**config.mk**
```make
export PLATFORM = sky130hd
export DESIGN_NAME = to_bcd_flat
export DESIGN_NICKNAME = d
export VERILOG_FILES = /design/src/rtl/to_bcd_if.sv /design/src/rtl/to_bcd.sv /design/src/flat_wrapper.sv
export SDC_FILE = /design/constraint.sdc
export NUM_CORES = 1
export LEC_CHECK = 0
export CAP_MARGIN = 20
export CELL_PAD_IN_SITES_DETAIL_PLACEMENT = 0
export CELL_PAD_IN_SITES_GLOBAL_PLACEMENT = 1
export CORE_UTILIZATION = 34
export DETAILED_ROUTE_END_ITERATION = 10
export PLACE_DENSITY_LB_ADDON = 0.2
export SETUP_SLACK_MARGIN = 0.05
export SLEW_MARGIN = 15
export SYNTH_ARGS = -nofsm -noshare
export SYNTH_HDL_FRONTEND = slang
export SYNTH_SLANG_ARGS = --single-unit
```
**constraint.sdc**
```tcl
create_clock -name clk -period 1.6 [get_ports clk]
set_input_delay 0.48 -clock clk [delete_from_list [all_inputs] [get_ports clk]]
set_output_delay 0.48 -clock clk [all_outputs]
set_load 0.01 [all_outputs]
```
**src/rtl/to_bcd_if.sv**
```systemverilog
// Request/result bundle for the to_bcd converter.
// The master issues start/bin_d_in; the slave returns bcd_d_out, busy and done.
`timescale 1ns/1ps
interface to_bcd_if;
    logic        start;
    logic [14:0] bin_d_in;
    logic [18:0] bcd_d_out;
    logic        busy;
    logic        done;

    modport master (
        output start,
        output bin_d_in,
        input  bcd_d_out,
        input  busy,
        input  done
    );

    modport slave (
        input  start,
        input  bin_d_in,
        output bcd_d_out,
        output busy,
        output done
    );
endinterface

```
**src/rtl/to_bcd.sv**
```systemverilog
// Sequential 15-bit binary to 5-digit BCD converter (double dabble, MSB first).
//
// state    | meaning
// ---------+------------------------------------------------------------
// ST_IDLE  | waiting for start; result register holds the last value
// ST_SHIFT | 15 cycles of add-3 adjust followed by a 1-bit left shift
// ST_DONE  | one cycle: result register and done pulse loaded on its edge
`timescale 1ns/1ps
module to_bcd (
    input  logic     clk,
    input  logic     rst,
    to_bcd_if.slave  bus
);
    localparam logic [1:0] ST_IDLE  = 2'd0;
    localparam logic [1:0] ST_SHIFT = 2'd1;
    localparam logic [1:0] ST_DONE  = 2'd2;

    localparam logic [3:0] N_BITS = 4'd15;

    logic [1:0]  state_q, state_d;
    logic [14:0] bin_q,   bin_d;
    logic [18:0] scr_q,   scr_d;
    logic [3:0]  cnt_q,   cnt_d;
    logic [18:0] bcd_q,   bcd_d;
    logic        done_q,  done_d;
    logic [18:0] scr_adj;

    // The top field never reaches 5 for a 15-bit operand, so only the four
    // lower digits need the add-3 correction.
    always_comb begin
        scr_adj = scr_q;
        for (int i = 0; i < 4; i++) begin
            if (scr_q[4*i +: 4] >= 4'd5) begin
                scr_adj[4*i +: 4] = scr_q[4*i +: 4] + 4'd3;
            end
        end
    end

    always_comb begin
        state_d = state_q;
        bin_d   = bin_q;
        scr_d   = scr_q;
        cnt_d   = cnt_q;
        bcd_d   = bcd_q;
        done_d  = 1'b0;
        case (state_q)
            ST_IDLE: begin
                if (bus.start) begin
                    bin_d   = bus.bin_d_in;
                    scr_d   = '0;
                    cnt_d   = N_BITS;
                    state_d = ST_SHIFT;
                end
            end
            ST_SHIFT: begin
                {scr_d, bin_d} = {scr_adj[17:0], bin_q, 1'b0};
                cnt_d          = cnt_q - 4'd1;
                if (cnt_q == 4'd1) begin
                    state_d = ST_DONE;
                end
            end
            ST_DONE: begin
                bcd_d   = scr_q;
                done_d  = 1'b1;
                state_d = ST_IDLE;
            end
            default: begin
                state_d = ST_IDLE;
            end
        endcase
    end

    always_ff @(posedge clk) begin
        if (rst) begin
            state_q <= ST_IDLE;
            bin_q   <= '0;
            scr_q   <= '0;
            cnt_q   <= '0;
            bcd_q   <= '0;
            done_q  <= 1'b0;
        end else begin
            state_q <= state_d;
            bin_q   <= bin_d;
            scr_q   <= scr_d;
            cnt_q   <= cnt_d;
            bcd_q   <= bcd_d;
            done_q  <= done_d;
        end
    end

    assign bus.bcd_d_out = bcd_q;
    assign bus.busy      = (state_q != ST_IDLE);
    assign bus.done      = done_q;
endmodule

```
**src/flat_wrapper.sv**
```systemverilog
// flat-port wrapper written by rule: the top's interface ports become plain ports
module to_bcd_flat 
  (clk, rst, bus_start, bus_bin_d_in, bus_bcd_d_out, bus_busy, bus_done);
  to_bcd_if bus_i ();
  input  logic clk;
  input  logic rst;
  input wire logic [$bits(bus_i.start)-1:0] bus_start;
  input wire logic [$bits(bus_i.bin_d_in)-1:0] bus_bin_d_in;
  output wire logic [$bits(bus_i.bcd_d_out)-1:0] bus_bcd_d_out;
  output wire logic [$bits(bus_i.busy)-1:0] bus_busy;
  output wire logic [$bits(bus_i.done)-1:0] bus_done;
  assign bus_i.start = bus_start;
  assign bus_i.bin_d_in = bus_bin_d_in;
  assign bus_bcd_d_out = bus_i.bcd_d_out;
  assign bus_busy = bus_i.busy;
  assign bus_done = bus_i.done;
  to_bcd u_core (.clk(clk), .rst(rst), .bus(bus_i));
endmodule
```
Word level (Yosys, flattened, before mapping)
Index checks and enable logic that the tools add are counted.
{"block": "totals", "ff_bits": 60, "latchBits": 0, "mem_bits_rw": 0, "romBits": 0, "wordCells": 39, "mem_count": 0}
{"block": "op_classes", "addsub": 5, "mul": 0, "div": 0, "order_cmp": 4, "eq_ne": 5, "shift": 0, "mux": 14, "bitwise": 0, "reduce_logical": 5}
{"operator": "19-bit one-hot mux with 2 select lines", "count": 1}
{"operator": "15-bit one-hot mux with 2 select lines", "count": 1}
{"operator": "4-bit two-way mux", "count": 5}
{"operator": "19-bit two-way mux", "count": 1}
{"operator": "4-bit by 2-bit adder with 4-bit output (second input constant)", "count": 4}
{"operator": "4-bit by 3-bit >= comparator with 1-bit output (second input constant)", "count": 4}
{"operator": "15-bit two-way mux", "count": 1}
{"operator": "4-bit one-hot mux with 2 select lines", "count": 1}
{"operator": "4-bit by 1-bit == test with 1-bit output (second input constant)", "count": 1}
{"operator": "2-bit two-way mux", "count": 2}
{"operator": "2-bit one-hot mux with 2 select lines", "count": 1}
{"operator": "2-bit AND reduction", "count": 2}
{"operator": "2-bit nonzero test", "count": 2}
{"operator": "4-bit by 1-bit subtractor with 4-bit output (second input constant)", "count": 1}
{"operator": "2-bit by 1-bit == test with 1-bit output (second input constant)", "count": 1}
{"operator": "2-bit == test (second input constant)", "count": 1}
{"operator": "2-bit zero test", "count": 1}
{"operator": "2-bit by 1-bit inequality test with 1-bit output (second input constant)", "count": 1}
{"operator": "2-bit inequality test (second input constant)", "count": 1}
{"operator": "1-bit two-way mux", "count": 1}

Depth between registers and ports, before layout
Gate-level depths: netlist of the first run.
{"block": "logic_depth", "ltp_word": 3, "ltp_mapped": 6}

Worst setup path before layout of the first run
OpenSTA, ideal clock, no wires.
{"block": "synth_timing", "path_kind": "register to output", "start": "register u_core.state_q[0]", "end": "output port bus_busy", "arrival_ps": 884, "t_required_ps": 1120, "slack_ps": 236, "stages_incl_launch_ff": 4, "path_buffers": 2, "cell_sequence": "dfxtp_1 > buf_6 > buf_6 > or2_2"}
{"block": "synth_via", "elab_chain_cells": 1}
{"element": "start: declaration", "line": "to_bcd.sv:20", "text": "logic [1:0] state_q, state_d;"}
{"element": "start signal: assignment", "line": "to_bcd.sv:82", "text": "state_q <= state_d;"}
{"element": "2-bit nonzero test", "line": "to_bcd.sv:92", "text": "assign bus.busy = (state_q != ST_IDLE);"}
{"element": "end: declaration", "line": "flat_wrapper.sv:10", "text": "output wire logic [$bits(bus_i.busy)-1:0] bus_busy;"}
Every way passes these cells.

Worst setup path in the final report of the first run
{"block": "layout_timing", "start": "register u_core.state_q[1]", "end": "output port bus_busy"}
Same word-level chain as after synthesis.

==> metrics.md, run 1 <==
| Metric | Value |
|---|---|
| DR WL/cell | `12.4 um` |
| Top FF cell, synth | `dfxtp_1` |
| Synth async-reset ratio | `0` |
| CP Data Arrival Time | `1.02 ns` |
| Post-route DRC | `0` |
| Routing usage on met1 | `0.181` |
| Routability congestion estimate | `0.712` |
| Root buf cell | `clkbuf_8` |
| Top Usage Layer GRT | `met2` |
| Ports | `39` |
| CTS Buf Count | `9` |
| Pwr/cell area | `963 nW/um^2` |
| Final setup vio count | `0` |
| RSZ-0062 raised after global routing | `true` |
| Worst path slowest cell | `dfxtp_1` |
| CP cell instances | `or2_4 > buf_6` |
| Worst-Skew Late Latency | `0.33 ns` |
| DRT Wirelength | `6020 um` |
| Initial antenna violation count | `0` |
| Vert. Die Dim | `93.1 um` |
| Mux share of post-synthesis cell area | `0.0142` |
| Clock slew at reported path FFs | `0.07 ns` |
| Endpoints failing hold | `0` |
| Synthesized flop and latch total | `60` |
| Max Root-Sink Buffers | `2` |
| Max incr delay on CP | `0.32 ns` |
| Post-route minimum period | `1.50 ns` |
| Post-synth EDFFs | `0` |
| Max Clk Rate | `668 MHz` |
| Largest family of logic cells by synthesized area | `simple AND/OR/NAND/NOR gates` |
| Synth cell types | `38` |
| First drt pass iteration count | `4` |
| Starting DRC count in detailed routing | `57` |
| Htree depth | `3` |
| Vias in the first global route | `2171` |
| Die W | `93.1 um` |
| Post-Synth Adder-Cell Area | `0.0444` |
| Initial Utilization | `0.358` |
| Die area | `8660 um^2` |
| Req. time, crit path | `1.12 ns` |
| Type of destination of the critical path | `output port` |
| Clk sink count | `60` |
| Delay-heaviest family, CP | `flip-flops` |
| CP Launch Type | `flip-flop` |
| Synth cell count leaders | `dfxtp_1, nor2_1, a21oi_1, nand2_1, nor2b_1` |
| # Post-CTS Setup Buffers | `0` |
| Clock Skews | `0.00821 ns` |
| Final antenna-violating net count | `0` |
| Placement Rows | `32` |
| Compound-Gate Fraction of Synth Area | `0.168` |
| Post-synth top area share | `0.426` |
| Drt via density | `4.72` |
| Port Buffers | `38` |
| Fillcell total | `805` |
| Post-Syn Area | `2820 um^2` |
| Final hold slack | `0.452 ns` |
| Critical-path maximum fanout | `2` |
| Cells after Synth | `335` |
| Leakage | `1.43 nW` |
| Status | `complete, no violations` |
| Peak supply drop | `0.000548 V` |
| Post-Synth XOR/XNOR Area | `0.0248` |
| Largest cells by area after synthesis | `dfxtp_1, nor2_1, a21oi_1` |
| Post-synth top area cell | `dfxtp_1` |
| Layout area overhead | `24.0%` |
| Count leader, synth | `dfxtp_1` |
| GR Layer Usage met2 | `0.247` |
| First-pass GRT wire length | `10100 um` |
| R2r setup slk | `0.11 ns` |
| Final HPWL DP | `4030 um` |
| Pin slew with the least headroom to its limit | `0.590 ns` |
| Met3 Resource Use GR | `0.0431` |
| Yosys warns | `0` |
| CTS tree | `done` |
| Buf/Inv on CP | `1` |
| Final nets | `406` |
| Largest net degree at the start of global routing | `33` |
| Seq/Total Area, Yosys | `0.426` |
| Gr ovfl total | `0` |
| Hold/Removal Path Class | `reg -> reg` |
| Syn_nets | `363` |
| Slew Viols, Final | `0` |
| Post-Synth Simple-Gate Area | `0.252` |
| Post-Syn Area per Cell | `8.42 um^2` |
| Core Footprint | `7890 um^2` |
| Share of cells above drive strength 1 | `0.151` |
| Normalized max-slew margin | `0.606` |
| Tcrit/Tclk final | `0.936` |
| Diodes inserted | `0` |
| Max-Cap Viols | `0` |
| Final setup TNS | `0 ns` |
| Setup Crit Path Kind | `reg -> out` |
| Via count | `2290` |
| Total Routing Usage GR | `0.150` |
==> power breakdown <==
part,internal [mW],switching [mW],leakage (nW)
clock network,0.800,0.597,0.102
registers,1.55,0.0336,0.489
logic,0.173,0.214,0.837
total,2.52,0.844,1.43
==> path summary, 6_finish.rpt <==
check                            end                    start  depth (start not counted)
max                         bus_busy        u_core.state_q[1]                          2
min          u_core.bus.bcd_d_out[5]  u_core.bus.bcd_d_out[5]                          2
max reg2reg         u_core.scr_q[16]        u_core.state_q[0]                          5
min reg2reg  u_core.bus.bcd_d_out[5]  u_core.bus.bcd_d_out[5]                          2
==> repair_timing <==
action,in CTS,in global routing
endpoints found under the setup margin,33,26
resized for setup,26,8
hold buffers,0,0
==> cells in the final DEF, fill, tap and decap left out, drive strengths merged, types with 2 or more instances in the layout <==
cell type,Yosys,final
dfxtp,60,60
nor2,57,57
a21oi,43,43
nand2,38,38
dlygate4sd2,0,20
buf,21,18
nor3,18,18
clkdlybuf4s50,0,16
nor2b,14,14
a22o,12,12
clkbuf,1,12
inv,11,11
ha,10,10
o21ai,10,10
nand2b,7,7
xor2,4,4
nand3,4,4
mux2i,4,4
xnor2,4,4
a211oi,4,4
nand3b,3,3
a22oi,3,3
or2,2,2
clkinv,0,2
==> registers in the layout (all words and copies together), names as in the netlist <==
signal	cells
u_core.bin_q	15
u_core.cnt_q	4
u_core.scr_q	19
u_core.state_q	2
u_core.bus.bcd_d_out	19
u_core.bus.done	1
==> layer usage <==
layer  share of wire  vias to the layer above
met4          0.0090                        0
met3           0.034                        5
met2            0.46                       37
met5               0                        -
met1            0.49                     1050
li1                -                     1198
==> cells by family after synthesis <==
kind of cell / after synthesis
AOI/OAI and AO/OA: 74
muxes: 4
and+or+nand+nor: 146
DFF: 60
adders and majority gates: 10
xor gates and xnor gates: 8
buffers and inverters: 33
==> cell type report <==
type	count	area (um^2)	share of cell area
Timing Repair Buffer	54	475	0.136
Tap cell	102	128	0.0365
Clock buffer	12	155	0.0444
Sequential cell	60	1200	0.344
Multi-Input combinational cell	242	1450	0.414
Clock inverter	4	47.5	0.0136
Inverter	11	41.3	0.0118
==> tightest hold or removal path, cell delays in order (launching register included) <==
cell,delay [ns]
dfxtp_1,0.31
nand2_1,0.05
a21oi_1,0.05
==> metrics by stage <==
stage          total power [mW]  cells  worst slack (ns)   util  area (um^2)
2_1_floorplan              1.90    335             0.236      -         2820
3_3_place_gp               1.99    469            -0.547  0.417         3290
3_5_place_dp               2.00    469            -0.570  0.417         3290
4_1_cts                    3.41    485            0.0232  0.440         3470
5_1_grt                    3.54    485            0.0238  0.443         3500
6_report                   3.37    485             0.103  0.443         3500
No activity file was read; power rests on OpenSTA's default activity.
==> inputs of run 2 (changes only) <==
--- a/config.mk
+++ b/config.mk
@@ -5,10 +5,11 @@
 export SDC_FILE = /design/constraint.sdc
 export NUM_CORES = 1
 export LEC_CHECK = 0
-export CAP_MARGIN = 20
+export CAP_MARGIN = 15
 export CELL_PAD_IN_SITES_DETAIL_PLACEMENT = 0
 export CELL_PAD_IN_SITES_GLOBAL_PLACEMENT = 1
 export CORE_UTILIZATION = 34
+export CTS_CLUSTER_SIZE = 16
 export DETAILED_ROUTE_END_ITERATION = 10
 export PLACE_DENSITY_LB_ADDON = 0.2
 export SETUP_SLACK_MARGIN = 0.05
==> results of run 2 <==
No change in the layout: final DEF, timing and power equal those of run 1.
==> inputs of run 3 (changes only) <==
--- a/config.mk
+++ b/config.mk
@@ -8,6 +8,7 @@
 export CAP_MARGIN = 15
 export CELL_PAD_IN_SITES_DETAIL_PLACEMENT = 0
 export CELL_PAD_IN_SITES_GLOBAL_PLACEMENT = 1
+export CORE_MARGIN = 8
 export CORE_UTILIZATION = 34
 export CTS_CLUSTER_SIZE = 16
 export DETAILED_ROUTE_END_ITERATION = 10
==> run 3 against run 2 <==
  * Routed wire length rose by 5.8%
  * Maximum frequency fell by 1.2%
  * First-iteration DRC count is 25% lower
  * Clock power increased by 9%
  * Hold slack is essentially flat
  * Total power rose by 3.7%
  * Sequential power barely moved
  * Core utilization shrank 1.1 points
  * Critical path depth stayed put
  * Final cell count up 1.0%
  * Worst setup slack got worse by 0.019 ns
  * Highest routed layer unchanged
==> metrics.md, run 3 (synthesis gave the netlist of run 1 again) <==
| Metric | Value |
|---|---|
| Setup Crit Path Kind | `reg -> out` |
| Final hold slack | `0.452 ns` |
| DR WL/cell | `13.0 um` |
| Leakage | `1.44 nW` |
| Share of cells above drive strength 1 | `0.151` |
| Sequential share of power | `0.453` |
| Via count | `2301` |
| Post-route cell area | `3510 um^2` |
| Largest net degree at the start of global routing | `25` |
| Die W | `107 um` |
| Status | `complete, no violations` |
| Most frequent cells in the layout | `dfxtp_1, nor2_1, nand2_1` |
| Hold/Removal Path Class | `reg -> reg` |
| Gr ovfl total | `0` |
| Slew Viols, Final | `0` |
| CP Launch Type | `flip-flop` |
| Clk sink count | `60` |
| Worst-Skew Late Latency | `0.33 ns` |
| Gate power share | `0.112` |
| CP Data Arrival Time | `1.04 ns` |
| Req. time, crit path | `1.12 ns` |
| Reg2reg start | `u_core.scr_q[12]` |
| First-pass GRT wire length | `10800 um` |
| Switching power total | `0.850 mW` |
| CTS Buf Count | `9` |
| Ports | `39` |
| Max Root-Sink Buffers | `2` |
| RR Endpoint | `u_core.scr_q[16]` |
| Routability congestion estimate | `0.724` |
| Pwr/cell area | `994 nW/um^2` |
| Total Routing Usage GR | `0.117` |
| Final HPWL DP | `4350 um` |
| Internal Power | `2.64 mW` |
| Pin slew with the least headroom to its limit | `0.333 ns` |
| Final antenna-violating net count | `0` |
| Initial antenna violation count | `0` |
| Normalized max-slew margin | `0.778` |
| Post-route DRC | `0` |
| Type of destination of the critical path | `output port` |
| Final setup vio count | `0` |
| Post-CTS Hold Buffers | `0` |
| CP Capture Point | `bus_busy` |
| R2r setup slk | `0.16 ns` |
| Worst setup path startpoint | `u_core.state_q[0]` |
| CTS tree | `done` |
| Final nets | `408` |
| Commonest non-fill, non-tap cell in the layout | `dfxtp_1` |
| Tcrit/Tclk final | `0.947` |
| First drt pass iteration count | `4` |
| Critical-path maximum fanout | `2` |
| Post-route minimum period | `1.52 ns` |
| RSZ-0062 raised after global routing | `true` |
| Root buf cell | `clkbuf_8` |
| Total Power | `3.49 mW` |
| Drt via density | `4.70` |
| Vias in the first global route | `2254` |
| Endpoints failing hold | `0` |
| # Post-CTS Setup Buffers | `0` |
| DP Area | `3300 um^2` |
| Clock slew at reported path FFs | `0.07 ns` |
| Htree depth | `3` |
| Layout area overhead | `24.6%` |
| Initial Utilization | `0.347` |
| Max-Cap Viols | `0` |
| Vert. Die Dim | `107 um` |
| Clk pwr share | `0.435` |
| Placement Rows | `33` |
| Clock Skews | `0.0105 ns` |
| Peak supply drop | `0.000547 V` |
| Die area | `11500 um^2` |
| Worst r2r path cells | `5` |
| DRT Wirelength | `6370 um` |
| Port Buffers | `38` |
| Diodes inserted | `0` |
| Sw Ratio | `0.243` |
| Starting DRC count in detailed routing | `43` |
| Core Footprint | `8130 um^2` |
| Max Clk Rate | `660 MHz` |
run 3: per-layer routing:
metal,GRT usage,vias up,share of wire
met4,0.0452,0,0.0093
li1,-,1206,-
met3,0.0486,4,0.050
met2,0.188,35,0.47
met1,0.135,1056,0.47
met5,0,-,0
run 3: power by group through the flow:
stage	Sequential [mW]	Clock, mW	Combinational (mW)
final	1.58	1.52	0.390
after global placement	1.61	0	0.393
after CTS	1.58	1.57	0.395
after floorplan	1.61	0	0.286
after detailed placement	1.61	0	0.393
after global routing	1.59	1.63	0.440
run 3: area by class of cell:
type                       count  area [um^2]
clock buffer                  12          145
clock inverter                 4         72.6
fill                         826         4620
inverter                      11         41.3
multi-input combinational    242         1430
sequential                    60         1200
tap                          105          131
timing repair buffer          56          487
run 3: timing repair:
item,in CTS,in global routing
resized for setup,26,6
pin swaps,0,1
cloned,0,0
setup endpoints to repair,21,8
run 3: worst max-delay path, cell delays in order (launching register included):
cell and delay [ns]:
dfxtp_2 0.32, or2_4 0.26, buf_6 0.12
run 3: stage by stage:
step / cells / utilization / worst slack, ns / TNS (ns)
after floorplan: 335 / - / 0.236 / 0
after global placement: 474 / 0.406 / -0.220 / -4.86
after detailed placement: 474 / 0.406 / -0.222 / -5.07
after CTS: 490 / 0.430 / 0.0690 / 0
after global routing: 490 / 0.432 / 0.0444 / 0
final: 490 / 0.432 / 0.0841 / 0
run 3: how the worst min path moves through the flow:
stage / slack, ns / cells past startpoint / startpoint / endpoint
detailed placement: 0.45 / 2 / u_core.bus.bcd_d_out[11] / u_core.bus.bcd_d_out[11]
global placement: 0.44 / 2 / u_core.bus.bcd_d_out[5] / u_core.bus.bcd_d_out[5]
finish: 0.45 / 2 / u_core.bus.bcd_d_out[6] / u_core.bus.bcd_d_out[6]
floorplan: 0.43 / 2 / u_core.scr_q[18] / u_core.bus.bcd_d_out[18]
CTS: 0.45 / 2 / u_core.bus.bcd_d_out[11] / u_core.bus.bcd_d_out[11]
global route: 0.47 / 2 / u_core.bus.bcd_d_out[13] / u_core.bus.bcd_d_out[13]
